$ cat src/rtl/perceptron_pkg.sv
// perceptron_pkg: Q17.16 sign-magnitude types, FSM states and saturating add.
package perceptron_pkg;
  localparam int Q_M = 17;
  localparam int Q_N = 16;
  localparam int W = Q_M + Q_N;
  typedef logic [W-1:0] sm_t;
  typedef enum logic [2:0] {IDLE, LOAD, MULT, BIAS, OUT} state_t;
  function automatic logic sm_sign(sm_t v);
    return v[W-1];
  endfunction
  function automatic logic [W-2:0] sm_mag(sm_t v);
    return v[W-2:0];
  endfunction
  // Zero magnitude always comes out with a positive sign.
  function automatic sm_t sm_sat_add(sm_t a, sm_t b);
    logic [W-1:0] s;
    logic [W-2:0] ma, mb, d;
    logic sg;
    ma = sm_mag(a);
    mb = sm_mag(b);
    s = {1'b0, ma} + {1'b0, mb};
    d = ma >= mb ? ma - mb : mb - ma;
    sg = ma >= mb ? sm_sign(a) : sm_sign(b);
    if (sm_sign(a) == sm_sign(b))
      return s[W-1] ? {sm_sign(a), {(W-1){1'b1}}} : {sm_sign(a) & |s[W-2:0], s[W-2:0]};
    return {sg & |d, d};
  endfunction
endpackage

$ cat src/rtl/sm_saturating_adder.sv
// sm_saturating_adder: combinational sign-magnitude add with magnitude saturation.
module sm_saturating_adder
  import perceptron_pkg::*;
(
  input  sm_t a,
  input  sm_t b,
  output sm_t y
);
  assign y = sm_sat_add(a, b);
endmodule

$ cat src/rtl/perceptron_mac_controller.sv
// perceptron_mac_controller: sequences an external sign-magnitude multiplier for one neuron.
// Define PERCEPTRON_RELU_EN to clamp negative sums to zero on y_sum_o.
module perceptron_mac_controller #(
  parameter int Q_M = 17,
  parameter int Q_N = 16,
  parameter int N_INPUTS = 4,
  localparam int W = Q_M + Q_N,
  localparam int IDX_W = N_INPUTS > 1 ? $clog2(N_INPUTS) : 1
) (
  input  logic             clk_i,
  input  logic             reset_i,
  input  logic             w_we_i,
  input  logic [IDX_W-1:0] w_addr_i,
  input  logic [W-1:0]     w_data_i,
  input  logic             start_i,
  input  logic [W-1:0]     bias_i,
  input  logic             x_valid_i,
  input  logic [W-1:0]     x_data_i,
  output logic             x_ready_o,
  output logic [W-1:0]     mul_a_o,
  output logic [W-1:0]     mul_b_o,
  input  logic [W-1:0]     mul_y_i,
  output logic             y_valid_o,
  input  logic             y_ready_i,
  output logic [W-1:0]     y_sum_o,
  output logic             y_act_o,
  output logic             busy_o
);
  import perceptron_pkg::*;
  state_t state;
  logic [W-1:0] weight [N_INPUTS];
  logic [W-1:0] acc, bias_q, addend, sum, y_next;
  logic [IDX_W-1:0] idx;
  assign addend = state == MULT ? mul_y_i : bias_q;
  sm_saturating_adder u_add (.a(acc), .b(addend), .y(sum));
`ifdef PERCEPTRON_RELU_EN
  assign y_next = acc[W-1] ? '0 : acc;
`else
  assign y_next = acc;
`endif
  always_ff @(posedge clk_i or negedge reset_i) begin
    if (!reset_i) begin
      state <= IDLE;
      for (int i = 0; i < N_INPUTS; i++) weight[i] <= '0;
      acc <= '0;
      bias_q <= '0;
      idx <= '0;
      mul_a_o <= '0;
      mul_b_o <= '0;
      y_sum_o <= '0;
      x_ready_o <= 1'b0;
      y_valid_o <= 1'b0;
      y_act_o <= 1'b0;
      busy_o <= 1'b0;
    end else begin
      case (state)
        IDLE: begin
          if (w_we_i) weight[w_addr_i] <= w_data_i;
          if (start_i) begin
            acc <= '0;
            idx <= '0;
            bias_q <= bias_i;
            state <= LOAD;
            x_ready_o <= 1'b1;
            busy_o <= 1'b1;
          end
        end
        LOAD: if (x_valid_i) begin
          mul_a_o <= x_data_i;
          mul_b_o <= weight[idx];
          x_ready_o <= 1'b0;
          state <= MULT;
        end
        MULT: begin
          acc <= sum;
          if (idx == IDX_W'(N_INPUTS - 1)) state <= BIAS;
          else begin
            idx <= idx + 1'b1;
            x_ready_o <= 1'b1;
            state <= LOAD;
          end
        end
        BIAS: begin
          acc <= sum;
          state <= OUT;
        end
        OUT: begin
          // First OUT cycle registers the result; it is then held until consumed.
          if (!y_valid_o) begin
            y_valid_o <= 1'b1;
            y_sum_o <= y_next;
            y_act_o <= !acc[W-1] && |acc[W-2:0];
          end else if (y_ready_i) begin
            y_valid_o <= 1'b0;
            busy_o <= 1'b0;
            state <= IDLE;
          end
        end
        default: state <= IDLE;
      endcase
    end
  end
endmodule
$ cat config.mk
export PLATFORM = sky130hd
export DESIGN_NAME = perceptron_mac_controller
export DESIGN_NICKNAME = d
export VERILOG_FILES = /design/src/rtl/perceptron_pkg.sv /design/src/rtl/sm_saturating_adder.sv /design/src/rtl/perceptron_mac_controller.sv
export SDC_FILE = /design/constraint.sdc
export NUM_CORES = 1
export LEC_CHECK = 0
export BUFFER_PORTS_ARGS = -buffer_cell sky130_fd_sc_hd__buf_2
export CAP_MARGIN = 20
export CORE_MARGIN = 4
export CORE_UTILIZATION = 40
export DETAILED_ROUTE_END_ITERATION = 12
export PLACE_DENSITY = 0.56
export SLEW_MARGIN = 20
export SYNTH_ARGS = -nofsm -noshare
export SYNTH_HDL_FRONTEND = slang
export SYNTH_SLANG_ARGS = --single-unit
$ cat constraint.sdc
create_clock -name clk_i -period 6.55 [get_ports clk_i]
set_input_delay 0.655 -clock clk_i [delete_from_list [all_inputs] [get_ports clk_i]]
set_output_delay 0.655 -clock clk_i [all_outputs]
set_load 0.02 [all_outputs]
==> results of run 1 <==
## cells in the mapped netlist, types with 5 or more instances
| master | count | area share |
|---|---|---|
| sky130_fd_sc_hd__a2111oi_0 | 5 | 0.0023 |
| sky130_fd_sc_hd__a211oi_1 | 19 | 0.0075 |
| sky130_fd_sc_hd__a21o_1 | 38 | 0.015 |
| sky130_fd_sc_hd__a21oi_1 | 118 | 0.031 |
| sky130_fd_sc_hd__a221oi_1 | 21 | 0.0096 |
| sky130_fd_sc_hd__a22o_1 | 9 | 0.0041 |
| sky130_fd_sc_hd__a31oi_1 | 6 | 0.0020 |
| sky130_fd_sc_hd__and4_1 | 5 | 0.0023 |
| sky130_fd_sc_hd__buf_1 | 18 | 0.0035 |
| sky130_fd_sc_hd__buf_2 | 19 | 0.0050 |
| sky130_fd_sc_hd__clkbuf_1 | 52 | 0.010 |
| sky130_fd_sc_hd__dfrtp_1 | 306 | 0.40 |
| sky130_fd_sc_hd__ha_1 | 104 | 0.068 |
| sky130_fd_sc_hd__inv_1 | 98 | 0.019 |
| sky130_fd_sc_hd__mux2_2 | 299 | 0.18 |
| sky130_fd_sc_hd__mux2i_1 | 24 | 0.013 |
| sky130_fd_sc_hd__mux4_2 | 33 | 0.039 |
| sky130_fd_sc_hd__nand2_1 | 68 | 0.013 |
| sky130_fd_sc_hd__nand2b_1 | 15 | 0.0049 |
| sky130_fd_sc_hd__nand3_1 | 23 | 0.0060 |
| sky130_fd_sc_hd__nand4_1 | 22 | 0.0072 |
| sky130_fd_sc_hd__nor2_1 | 91 | 0.018 |
| sky130_fd_sc_hd__nor2b_1 | 14 | 0.0046 |
| sky130_fd_sc_hd__nor3_1 | 25 | 0.0066 |
| sky130_fd_sc_hd__nor4_1 | 19 | 0.0062 |
| sky130_fd_sc_hd__o211ai_1 | 14 | 0.0055 |
| sky130_fd_sc_hd__o21ai_0 | 66 | 0.017 |
| sky130_fd_sc_hd__o21ai_1 | 8 | 0.0021 |
| sky130_fd_sc_hd__o21bai_1 | 14 | 0.0055 |
| sky130_fd_sc_hd__o22ai_1 | 5 | 0.0016 |
| sky130_fd_sc_hd__o31ai_1 | 21 | 0.0083 |
| sky130_fd_sc_hd__or3_1 | 7 | 0.0023 |
| sky130_fd_sc_hd__or4_1 | 9 | 0.0035 |
| sky130_fd_sc_hd__xnor2_1 | 52 | 0.024 |
| sky130_fd_sc_hd__xor2_1 | 11 | 0.0050 |
## per-stage QoR
stage	setup slack (ns)	hold WS [ns]	util	instances	cell area (um2)
after global placement	0.807	0.481	0.447	2543	21000
after CTS	0.763	0.102	0.474	2609	22200
after global routing	0.346	0.138	0.474	2611	22200
after detailed placement	0.801	0.487	0.447	2543	21000
after floorplan	1.37	0.359	-	1758	19100
final	0.712	0.0809	0.474	2614	22200
## cell usage in the layout, fill, tap and decap left out, types with 5 or more instances in the layout
cell type                   Yosys  routed
sky130_fd_sc_hd__nor4_1        19      19
sky130_fd_sc_hd__o31ai_1       21      21
sky130_fd_sc_hd__inv_1         98      98
sky130_fd_sc_hd__dfrtp_1      306     305
sky130_fd_sc_hd__or3_1          7       7
sky130_fd_sc_hd__o211ai_1      14      14
sky130_fd_sc_hd__o21ai_1        8       8
sky130_fd_sc_hd__mux2i_1       24      24
sky130_fd_sc_hd__xor2_1        11      11
sky130_fd_sc_hd__o22ai_1        5       5
sky130_fd_sc_hd__a221oi_1      21      21
sky130_fd_sc_hd__buf_4          3      28
sky130_fd_sc_hd__nand4_1       22      22
sky130_fd_sc_hd__or4_1          9       9
sky130_fd_sc_hd__nor2b_1       14      14
sky130_fd_sc_hd__clkbuf_16      0      36
sky130_fd_sc_hd__a22o_1         9       9
sky130_fd_sc_hd__mux2_2       299     299
sky130_fd_sc_hd__nor2_1        91      88
sky130_fd_sc_hd__o21bai_1      14      14
sky130_fd_sc_hd__clkbuf_8       0      12
sky130_fd_sc_hd__mux4_2        33      33
sky130_fd_sc_hd__a21o_1        38      38
sky130_fd_sc_hd__xnor2_1       52      51
sky130_fd_sc_hd__a31oi_1        6       6
sky130_fd_sc_hd__o21ai_0       66      66
sky130_fd_sc_hd__buf_2         19     241
sky130_fd_sc_hd__a21oi_1      118     118
sky130_fd_sc_hd__and4_1         5       5
sky130_fd_sc_hd__clkbuf_1      52       6
sky130_fd_sc_hd__a2111oi_0      5       5
sky130_fd_sc_hd__a211oi_1      19      19
sky130_fd_sc_hd__nor3_1        25      24
sky130_fd_sc_hd__nand3_1       23      23
sky130_fd_sc_hd__nand2_1       68      68
sky130_fd_sc_hd__nand2b_1      15      15
sky130_fd_sc_hd__ha_1         104     104
## worst max-delay path, delay by kind of cell, from the launching register on
family,cells,cell delay (ns)
compound gates,7,2.42
simple gates,4,0.92
mux,2,0.70
fa+ha+maj,1,0.61
buf+inv,2,0.55
flops,1,0.47
## logic make-up after synthesis
logic type / count (synthesis)
DFF: 306
xor gates and xnor gates: 63
adders and majority gates: 107
and+or+nand+nor: 333
buffers and inverters: 195
muxes: 356
AOI/OAI and AO/OA: 398
## registers in the layout, summed over array words and instances (netlist names)
| name | flops |
|---|---|
| y_sum_o | 33 |
| idx | 2 |
| busy_o | 1 |
| x_ready_o | 1 |
| mul_b_o | 33 |
| weight | 132 |
| state | 3 |
| y_act_o | 1 |
| y_valid_o | 1 |
| mul_a_o | 33 |
| acc | 33 |
| bias_q | 33 |
## per-layer routing
metal  up-vias  GRT usage  share of wire
li1       6899          -              -
met1      7671      0.336           0.43
met2       473      0.406           0.47
met3       128     0.0659          0.072
met4         6     0.0742          0.032
met5         -          0        0.00063
## final timing paths
path                            slack [ns]                 endpoint  cells after the start
worst min-delay path                  0.08   bias_q[17]$_DFFE_PN0P_                      1
worst max-delay path                  0.71      acc[32]$_DFFE_PN0P_                     16
min in group clk_i                    0.32   bias_q[24]$_DFFE_PN0P_                      2
worst min register to register        0.50   y_sum_o[9]$_DFFE_PN0P_                      1
worst max register to register        0.71      acc[32]$_DFFE_PN0P_                     16
max in group asynchronous             5.09  y_sum_o[16]$_DFFE_PN0P_                      2
## layout make-up
class | count | share of cell area
tap | 607 | 0.0342
inverter | 102 | 0.0172
timing repair buffer | 272 | 0.0665
antenna | 4 | 0.000450
sequential | 306 | 0.345
clock inverter | 12 | 0.00664
clock buffer | 54 | 0.0490
multi-input combinational | 1257 | 0.481
==> parameters.txt, run 1 <==
Parameter                              Value

Status
  Outcome ... completed

Clock tree
  Clock H-tree levels ... 2
  Post-CTS repair timing setup buffer count ... 0
  Master cell of the clock root buffer ... sky130_fd_sc_hd__clkbuf_16
  Count of hold buffers inserted by post-cts repair ... 0
  Post-CTS sizing ... 0
  CTS max path bufs ... 3
  Clock latency on the worst-skew pair ... ~0.57 ns
  CTS buffer count ... 36
  CTS clk-pin slew, worst paths ... around 0.060 ns
  Clock tree from TritonCTS ... yes
  Number of sinks handled by clock tree synthesis ... approximately 300

Logic synthesis
  Syn nets ... 2,005
  Number of flip-flops and latches in the synthesized netlist ... 306
  Share of synthesized registers carrying an async set or reset ... 1.00
  Area of the mapped netlist ... 19,100 um2
  Share of the synthesized area in compound gates (AO/OA/AOI/OAI) ... 0.139
  Part of the Yosys area used for sequential elements ... 0.401
  Fraction of synthesized cell area in xor and xnor cells ... 0.0289
  Dominant combinational cell family by area after synthesis ... multiplexers
  Post-synthesis cell count ... between 1,500 and 2,000
  Mean cell area of the mapped netlist ... approximately 11 um2
  Post-synthesis mux area share ... 0.228
  Synth Area in Adders ... 0.0713
  Post-synth cell types ... 90
  Dominant synthesized flop cell ... sky130_fd_sc_hd__dfrtp_1
  Number of flops mapped to enable cells by yosys ... 0
  Post-Synth Simple-Gate Area ... 0.0909
  Number of synthesis warnings ... 0

Setup path
  Worst EP required ... between 6 and 7 ns
  Critical Path AT ... 6.27 ns
  Highest fanout seen on the critical path ... 18
  Worst Setup Path Type ... register to register
  CP startpoint kind ... register
  Startpoint of the worst-slack reg-to-reg timing path ... state[2]$_DFFE_PN0P_
  Worst setup path startpoint ... state[2]$_DFFE_PN0P_
  Slowest-stage cell, CP ... sky130_fd_sc_hd__o31ai_1
  Cell breakdown of the critical path ... nand2b_1, nor2_4, buf_4, mux2_2, ha_1, inv_1, a21oi_1, o31ai_1, o31ai_1, o21ai_1, a221oi_1, mux2i_1, nand4_1, or4_1, o31ai_1, o211ai_1
  Crit path capture type ... register
  Crit path top cell by count ... sky130_fd_sc_hd__o31ai_1
  Critical path's largest stage delay ... about 0.90 ns

STA
  Share of the cycle needed by the critical path after routing ... 0.891
  Count of final max-slew check failures ... 0
  Setup_tns ... 0 ns
  Transition time at the pin with the least slew margin ... between 1 and 1.5 ns
  Achievable frequency ... around 170 MHz
  Hold Violations, Final ... 0
  Worst Skew ... 0.0211 ns
  RSZ-0062 raised after global routing ... no
  Minimum clock period ... around 5.8 ns
  Worst slew margin relative to its limit ... 0.300
  Setup-violating endpoint count in the final report ... 0

Global route
  Vias in the first global route ... 15,700
  Number of antenna violations at the first check in global routing ... 8
  First-pass GRT wire length ... roughly 99,000 um
  GRT Overall Usage ... 0.252
  Pin count of the biggest net entering global routing ... 150
  Total gr overflow ... 0

Die
  Number of top-level pins ... 243
  Horiz. Die Dim ... around 230 um
  Chip Height ... approximately 230 um
  Starting utilization of the core area ... 0.407
  Floorplan row count ... 79
  Core Area ... 46,900 um2
  Area of the die ... 51,300 um2

Layout
  Area growth syn-to-layout ... 16.5%
  Multi-input logic area ... 10,700 um2
  Proportion of layout cells with a drive suffix above 1 ... 0.350
  Final-stage net count ... 2,222
  Count of filler cells inserted in the layout ... between 4,000 and 5,000
  Reg area ... approximately 7700 um2

Route
  Post-detailed-routing wire length ... between 60,000 and 70,000 um
  Total iterations of the first detailed-routing run ... 5
  Via/cell ratio ... about 5.8
  Number of DRC violations after detailed routing ... 0
  Antenna violation net count after detailed routing ... 0
  Total vias in the final route ... about 15,000
  Violation count after the first detailed-routing iteration ... between 1,000 and 1,500
  Detail-routed net length per standard cell ... about 25 um

Place
  Global placer's final weighted congestion ... 0.958
  Final HPWL from detailed placement ... 48,900 um
  I/O Buffers ... between 200 and 250

Hold path
  HP Class ... input port to asynchronous set/reset pin

Flow run
  Max-cap violation count ... 0
Power of run 1 is not shown: default switching activity piles up to over one toggle a cycle in this logic, so the estimate is an artifact.
==> inputs of run 2 (changes only) <==
- ABC_AREA: default -> 1
- PLACE_DENSITY: 0.56 -> 0.55
- SLEW_MARGIN: 20 -> default
- SYNTH_HIERARCHICAL: default -> 1
==> parameters.txt, run 2 <==
Parameter                              Value

Global route
  First-pass GRT wire length ... 127,000 um (+29%)
  Total gr overflow ... 0 (unchanged)
  Number of antenna violations at the first check in global routing ... 19 (+11)
  Global Route met2 Usage ... 0.467 (+0.0605)
  Vias in the first global route ... 21,100 (+35%)
  GRT Overall Usage ... 0.287 (+0.0353)
  Grt peak-use layer ... met2
  Pin count of the biggest net entering global routing ... 127 (-15%)
  GRT met3 Usage ... 0.0517 (-0.0142)
  Grt met1 use ... 0.396 (+0.0600)

Logic synthesis
  Part of the Yosys area used for sequential elements ... 0.356 (-0.0457)
  Share of the synthesized area in compound gates (AO/OA/AOI/OAI) ... 0.128 (-0.0106)
  Dominant synthesized flop cell ... sky130_fd_sc_hd__dfrtp_1
  Area share of the largest cell type after synthesis ... 0.356 (-0.0457)
  Synth Area in Adders ... 0.0615 (-0.00987)
  Number of flip-flops and latches in the synthesized netlist ... 306 (unchanged)
  Post-synthesis mux area share ... 0 (-0.228)
  Share of synthesized registers carrying an async set or reset ... 1.00 (unchanged)
  Post-Synth Simple-Gate Area ... 0.325 (+0.234)
  Fraction of synthesized cell area in xor and xnor cells ... 0.0126 (-0.0163)
  Post-synthesis cell type with the largest combined area ... sky130_fd_sc_hd__dfrtp_1
  Number of flops mapped to enable cells by yosys ... 0 (unchanged)
  Number of synthesis warnings ... 6 (+6)
  Mean cell area of the mapped netlist ... 6.71 um2 (-38%)
  Most common cell in the synthesized netlist ... sky130_fd_sc_hd__nand2_1
  Leading cell types by total area after synthesis ... sky130_fd_sc_hd__dfrtp_1, sky130_fd_sc_hd__nand2_1, sky130_fd_sc_hd__inv_1
  Post-synth cell types ... 47 (-48%)
  Area of the mapped netlist ... 21,500 um2 (+13%)
  Post-synthesis cell count ... 3,211 (+83%)
  Most common library cells after synthesis ... sky130_fd_sc_hd__nand2_1, sky130_fd_sc_hd__inv_1, sky130_fd_sc_hd__dfrtp_1
  Syn nets ... 3,455 (+72%)
  Dominant combinational cell family by area after synthesis ... simple AND/OR/NAND/NOR gates

Clock tree
  CTS buffer count ... 35 (-2.8%)
  Post-CTS repair timing setup buffer count ... 0 (unchanged)
  CTS clk-pin slew, worst paths ... 0.06 ns (about the same)
  Master cell of the clock root buffer ... sky130_fd_sc_hd__clkbuf_16
  Post-CTS sizing ... 0 (unchanged)
  Clock latency on the worst-skew pair ... 0.54 ns (-0.03 ns)
  Count of hold buffers inserted by post-cts repair ... 0 (unchanged)
  Clock H-tree levels ... 2 (unchanged)
  CTS max path bufs ... 3 (unchanged)
  Clock tree from TritonCTS ... yes
  Number of sinks handled by clock tree synthesis ... 306 (unchanged)

STA
  Worst Skew ... 0.0302 ns (+0.00903 ns)
  RSZ-0062 raised after global routing ... no
  Setup-violating endpoint count in the final report ... 0 (unchanged)
  Count of final max-slew check failures ... 0 (unchanged)
  Share of the cycle needed by the critical path after routing ... 0.786 (-0.105)
  Hold Violations, Final ... 0 (unchanged)
  Achievable frequency ... 194 MHz (+13%)
  Worst slew margin relative to its limit ... 0.361 (+0.0614)
  Setup_tns ... 0 ns (unchanged)
  Minimum clock period ... 5.15 ns (-0.690 ns)
  Post-Route Hold Slack ... 0.221 ns (+0.141 ns)
  Transition time at the pin with the least slew margin ... 0.958 ns (-0.0832 ns)

Setup path
  RR Endpoint ... acc[32]$_DFFE_PN0P_
  R2r worst-path depth ... 27 (+11)
  Critical Path AT ... 5.55 ns (-0.72 ns)
  Worst EP required ... 6.95 ns (-0.03 ns)
  Slowest-stage cell, CP ... sky130_fd_sc_hd__a21oi_4
  CP startpoint kind ... register
  Crit path capture type ... register
  Startpoint of the worst-slack reg-to-reg timing path ... state[2]$_DFFE_PN0P_
  Crit path top cell by count ... sky130_fd_sc_hd__nand2_1
  Critical path's largest stage delay ... 0.72 ns (-0.18 ns)
  Highest fanout seen on the critical path ... 40 (+22)
  Worst Setup Path Type ... register to register
  Register-to-register setup slack ... 1.40 ns (+0.69 ns)

Place
  Global placer's final weighted congestion ... 0.986 (+2.9%)
  Final HPWL from detailed placement ... 65,500 um (+34%)
  I/O Buffers ... 242 (unchanged)

Layout
  Max reg flops ... 132 (unchanged)
  Leading cell types in the layout, fill and taps excluded ... sky130_fd_sc_hd__nand2_1, sky130_fd_sc_hd__inv_1, sky130_fd_sc_hd__dfrtp_1
  Proportion of layout cells with a drive suffix above 1 ... 0.120 (-0.230)
  Most common cell after layout, fill and taps aside ... sky130_fd_sc_hd__nand2_1
  Count of filler cells inserted in the layout ... 5,600 (+27%)
  Top reg by flops ... weight
  Area growth syn-to-layout ... 11.4%
  Final-stage net count ... 3,613 (+63%)

Hold path
  HP Class ... input port to asynchronous set/reset pin

Die
  Chip Height ... 240 um (+6.0%)
  Area of the die ... 57,600 um2 (+12%)
  Number of top-level pins ... 243 (unchanged)
  Floorplan row count ... 84 (+6.3%)
  Core Area ... 53,000 um2 (+13%)
  Starting utilization of the core area ... 0.406 (-0.000740)
  Horiz. Die Dim ... 240 um (+6.0%)

Route
  Total iterations of the first detailed-routing run ... 5 (unchanged)
  Detail-routed net length per standard cell ... 20.5 um (-17%)
  Via/cell ratio ... 5.24 (-9.7%)
  Post-detailed-routing wire length ... 84,000 um (+30%)
  Antenna violation net count after detailed routing ... 0 (unchanged)
  Total vias in the final route ... 21,500 (+41%)
  Number of DRC violations after detailed routing ... 0 (unchanged)
  Violation count after the first detailed-routing iteration ... 1,918 (+63%)

Status
  Outcome ... completed

Flow run
  Max-cap violation count ... 0 (unchanged)
## run 2: changes by cell type after synthesis, moves of 99 or more
cell,previous run,this run
sky130_fd_sc_hd__nand2_1,68,1157
sky130_fd_sc_hd__inv_1,98,397
sky130_fd_sc_hd__mux2_2,299,0
sky130_fd_sc_hd__o21ai_1,8,199
sky130_fd_sc_hd__nand3_1,23,189
sky130_fd_sc_hd__nor2_1,91,249
sky130_fd_sc_hd__o21ai_0,66,165
## run 2: worst max path at each step
stage                                     from                  end  slack, ns
after floorplan           state[2]$_DFFE_PN0P_  acc[32]$_DFFE_PN0P_       3.33
after global placement    state[2]$_DFFE_PN0P_  acc[32]$_DFFE_PN0P_       1.42
after detailed placement  state[2]$_DFFE_PN0P_  acc[32]$_DFFE_PN0P_       1.39
after CTS                 state[2]$_DFFE_PN0P_  acc[32]$_DFFE_PN0P_       1.39
after global routing      state[2]$_DFFE_PN0P_  acc[32]$_DFFE_PN0P_       0.97
final                     state[2]$_DFFE_PN0P_  acc[32]$_DFFE_PN0P_       1.40
## run 2: metal layers
| metal | vias up | wire, um | part of all wire |
|---|---|---|---|
| met4 | 22 | 2350 | 0.028 |
| met2 | 668 | 38700 | 0.46 |
| li1 | 10400 | - | - |
| met5 | - | 149 | 0.0018 |
| met1 | 10200 | 37100 | 0.44 |
| met3 | 144 | 5790 | 0.069 |
## run 2: cell families after synthesis
group / after synthesis
DFF: 306
xor gates and xnor gates: 31
AOI/OAI and AO/OA: 517
adders and majority gates: 104
and+or+nand+nor: 1692
buffers and inverters: 561
## run 2: worst max-delay path: cells and delay by family, from the launching register on
kind | cells | cell delay [ns]
simple gates | 19 | 1.99
buf+inv | 4 | 1.13
compound gates | 2 | 0.80
fa+ha+maj | 2 | 0.66
flops | 1 | 0.37
## run 2: per-stage QoR
| step | instance area (um2) | instances | util | setup WS (ns) |
|---|---|---|---|---|
| 2_1_floorplan | 21500 | 3211 | - | 3.33 |
| 5_1_grt | 24000 | 4084 | 0.453 | 0.971 |
| 6_report | 24000 | 4090 | 0.453 | 1.40 |
| 3_5_place_dp | 22800 | 4020 | 0.431 | 1.39 |
| 3_3_place_gp | 22800 | 4019 | 0.431 | 1.42 |
| 4_1_cts | 24000 | 4081 | 0.452 | 1.39 |
## run 2: final cells by class
type | count | area (um2) | area share
inverter | 419 | 1580 | 0.0658
clock buffer | 52 | 1040 | 0.0433
sequential | 306 | 7660 | 0.319
timing repair buffer | 263 | 1390 | 0.0580
clock inverter | 9 | 78.8 | 0.00329
antenna | 9 | 22.5 | 0.000939
multi-input combinational | 2344 | 11400 | 0.473
tap | 688 | 861 | 0.0359
Power of run 2 is left out for the same reason.
==> inputs of run 3 (changes only) <==
- PLACE_DENSITY: 0.55 -> 0.57
- clock period: 6.55 -> 4.26 ns (I/O delays scaled with it)
==> parameters.txt, run 3 (same netlist as run 2, synthesis figures left out) <==
Parameter                              Value

Flow run
  Max-cap violation count ... 0 (unchanged)

Clock tree
  Clock H-tree levels ... 2 (unchanged)
  Clock latency on the worst-skew pair ... 0.56 ns (+0.02 ns)
  Clock tree from TritonCTS ... yes
  Number of sinks handled by clock tree synthesis ... 306 (unchanged)
  CTS max path bufs ... 3 (unchanged)
  Master cell of the clock root buffer ... sky130_fd_sc_hd__clkbuf_16
  Post-CTS repair timing setup buffer count ... 0 (unchanged)
  CTS clk-pin slew, worst paths ... 0.07 ns (about the same)
  CTS buffer count ... 36 (+2.9%)

STA
  Setup_tns ... 0 ns (unchanged)
  Achievable frequency ... 255 MHz (+31%)
  Post-Route Hold Slack ... 0.0649 ns (-0.157 ns)
  Setup-violating endpoint count in the final report ... 0 (unchanged)
  Post-route setup slack ... 0.340 ns (-1.06 ns)
  Hold Violations, Final ... 0 (unchanged)
  Share of the cycle needed by the critical path after routing ... 0.920 (+0.134)
  Worst Skew ... 0.0133 ns (-0.0169 ns)
  Transition time at the pin with the least slew margin ... 0.988 ns (+0.0304 ns)
  Worst slew margin relative to its limit ... 0.340 (-0.0210)
  RSZ-0062 raised after global routing ... no
  Count of final max-slew check failures ... 0 (unchanged)
  Minimum clock period ... 3.92 ns (-1.23 ns)

Global route
  First-pass GRT wire length ... 128,000 um (+0.87%)
  Vias in the first global route ... 21,300 (+1.1%)
  Pin count of the biggest net entering global routing ... 111 (-13%)
  GRT met3 Usage ... 0.0537 (+0.00195)
  Grt met1 use ... 0.406 (+0.00963)
  GRT Overall Usage ... 0.290 (+0.00317)
  Number of antenna violations at the first check in global routing ... 15 (-4)
  Total gr overflow ... 0 (unchanged)
  Grt peak-use layer ... met2
  Global Route met2 Usage ... 0.467 (about the same)

Layout
  Post-route cell area ... 24,900 um2 (+3.7%)
  Proportion of layout cells with a drive suffix above 1 ... 0.143 (+0.0238)
  Top reg by flops ... weight
  Most common cell after layout, fill and taps aside ... sky130_fd_sc_hd__nand2_1
  Count of filler cells inserted in the layout ... 5,558 (-0.75%)
  Multi-input logic area ... 11,400 um2 (+0.29%)
  Area growth syn-to-layout ... 15.5%
  Max reg flops ... 132 (unchanged)
  Reg area ... 7660 um2 (about the same)
  Leading cell types in the layout, fill and taps excluded ... sky130_fd_sc_hd__nand2_1, sky130_fd_sc_hd__inv_1, sky130_fd_sc_hd__dfrtp_1
  Final-stage net count ... 3,703 (+2.5%)

Setup path
  Critical Path AT ... 4.40 ns (-1.15 ns)
  Cell breakdown of the critical path ... inv_2, nand3_2, inv_2, buf_12, nand2_1, nand2_2, ha_1, inv_1, fa_1, o21ai_1, nand2_1, nand2_1, buf_4, nand2_1, nand2_1, nand3_1, o2111ai_2, nor2_4, buf_4, a22oi_1, nand3_1, o21ai_1
  Critical path's largest stage delay ... 0.44 ns (-0.28 ns)
  Number of buffer and inverter instances along the worst setup path ... 6 (+2)
  Worst EP required ... 4.74 ns (-2.21 ns)
  Slowest-stage cell, CP ... sky130_fd_sc_hd__fa_1
  Worst Setup Path Type ... register to register
  Crit path capture type ... register
  Crit path max-delay family ... simple AND/OR/NAND/NOR gates
  CP startpoint kind ... register
  Highest fanout seen on the critical path ... 25 (-38%)
  Crit path top cell by count ... sky130_fd_sc_hd__nand2_1

Route
  Total iterations of the first detailed-routing run ... 6 (+1)
  Violation count after the first detailed-routing iteration ... 1,849 (-3.6%)
  Number of DRC violations after detailed routing ... 0 (unchanged)
  Detail-routed net length per standard cell ... 20.2 um (-1.5%)
  Total vias in the final route ... 21,700 (+1.3%)
  Antenna violation net count after detailed routing ... 0 (unchanged)
  Via/cell ratio ... 5.20 (-0.84%)
  Post-detailed-routing wire length ... 84,600 um (+0.67%)

Place
  I/O Buffers ... 242 (unchanged)
  Final HPWL from detailed placement ... 66,900 um (+2.1%)
  Placement Cell Area ... 23,600 um2 (+3.1%)
  Dpl ws ... 0.126 ns (-1.27 ns)
  Global placer's final weighted congestion ... 0.958 (-2.8%)

Hold path
  HP Class ... input port to register

Status
  Outcome ... completed

Die
  Floorplan row count ... 84 (unchanged)
  Chip Height ... 240 um (unchanged)
  Area of the die ... 57,600 um2 (unchanged)
  Horiz. Die Dim ... 240 um (unchanged)
  Core Area ... 53,000 um2 (unchanged)
  Number of top-level pins ... 243 (unchanged)
  Starting utilization of the core area ... 0.406 (unchanged)
[run 3: changes by cell type in the layout (fill, tap and decap cells not counted), sizes merged]
cell and delta:
buf +88, bufinv +5, clkbuf -2, clkinv +4, clkinvlp -2, diode -2
dlygate4sd3 +1, inv -2
[run 3: layer usage]
metal,vias up,share of wire,routed length (um)
li1,10600,-,-
met5,-,0.0012,101
met2,609,0.46,38700
met1,10400,0.45,38200
met4,16,0.029,2460
met3,125,0.060,5100
[run 3: cell type report]
type	count	share of cell area
Antenna cell	7	0.000704
Tap cell	688	0.0346
Multi-Input combinational cell	2344	0.458
Clock buffer	50	0.0403
Clock inverter	14	0.0105
Inverter	419	0.0634
Timing Repair Buffer	352	0.0849
Sequential cell	306	0.308
[run 3: worst paths after layout]
check | start | endpoint | slack, ns | cells after the start
worst max register to register | state[0]$_DFFE_PN0P_ | acc[10]$_DFFE_PN0P_ | 0.34 | 22
max in group asynchronous | reset_i | weight[98]$_DFFE_PN0P_ | 2.90 | 3
min in group asynchronous | reset_i | weight[13]$_DFFE_PN0P_ | 0.40 | 2
worst min-delay path | x_data_i[7] | mul_a_o[7]$_DFFE_PN0P_ | 0.06 | 3
worst max-delay path | state[0]$_DFFE_PN0P_ | acc[10]$_DFFE_PN0P_ | 0.34 | 22
worst min register to register | bias_q[29]$_DFFE_PN0P_ | bias_q[29]$_DFFE_PN0P_ | 0.47 | 2
[run 3: through the flow]
stage,utilization,instances
2_1_floorplan,-,3211
4_1_cts,0.469,4173
3_3_place_gp,0.445,4108
5_1_grt,0.469,4176
6_report,0.470,4180
3_5_place_dp,0.445,4108
[run 3: repair_timing]
item,4_1_cts,5_1_grt
hold endpoints to repair,52,0
hold buffers,1,0
gates resized for setup,0,9
endpoints found under the setup margin,0,1
[run 3: worst reg2reg max path, stage by stage, from the launching register on]
cell                        delay (ns)
sky130_fd_sc_hd__dfrtp_1          0.39
sky130_fd_sc_hd__inv_2            0.10
sky130_fd_sc_hd__nand3_2          0.14
sky130_fd_sc_hd__inv_2            0.11
sky130_fd_sc_hd__buf_12           0.16
sky130_fd_sc_hd__nand2_1          0.10
sky130_fd_sc_hd__nand2_2          0.14
sky130_fd_sc_hd__ha_1             0.20
sky130_fd_sc_hd__inv_1            0.06
sky130_fd_sc_hd__fa_1             0.44
sky130_fd_sc_hd__o21ai_1          0.26
sky130_fd_sc_hd__nand2_1          0.08
sky130_fd_sc_hd__nand2_1          0.15
sky130_fd_sc_hd__buf_4            0.15
sky130_fd_sc_hd__nand2_1          0.07
sky130_fd_sc_hd__nand2_1          0.13
sky130_fd_sc_hd__nand3_1          0.10
sky130_fd_sc_hd__o2111ai_2        0.14
sky130_fd_sc_hd__nor2_4           0.07
sky130_fd_sc_hd__buf_4            0.20
sky130_fd_sc_hd__a22oi_1          0.44
sky130_fd_sc_hd__nand3_1          0.13
sky130_fd_sc_hd__o21ai_1          0.10
Power of run 3 is left out for the same reason.
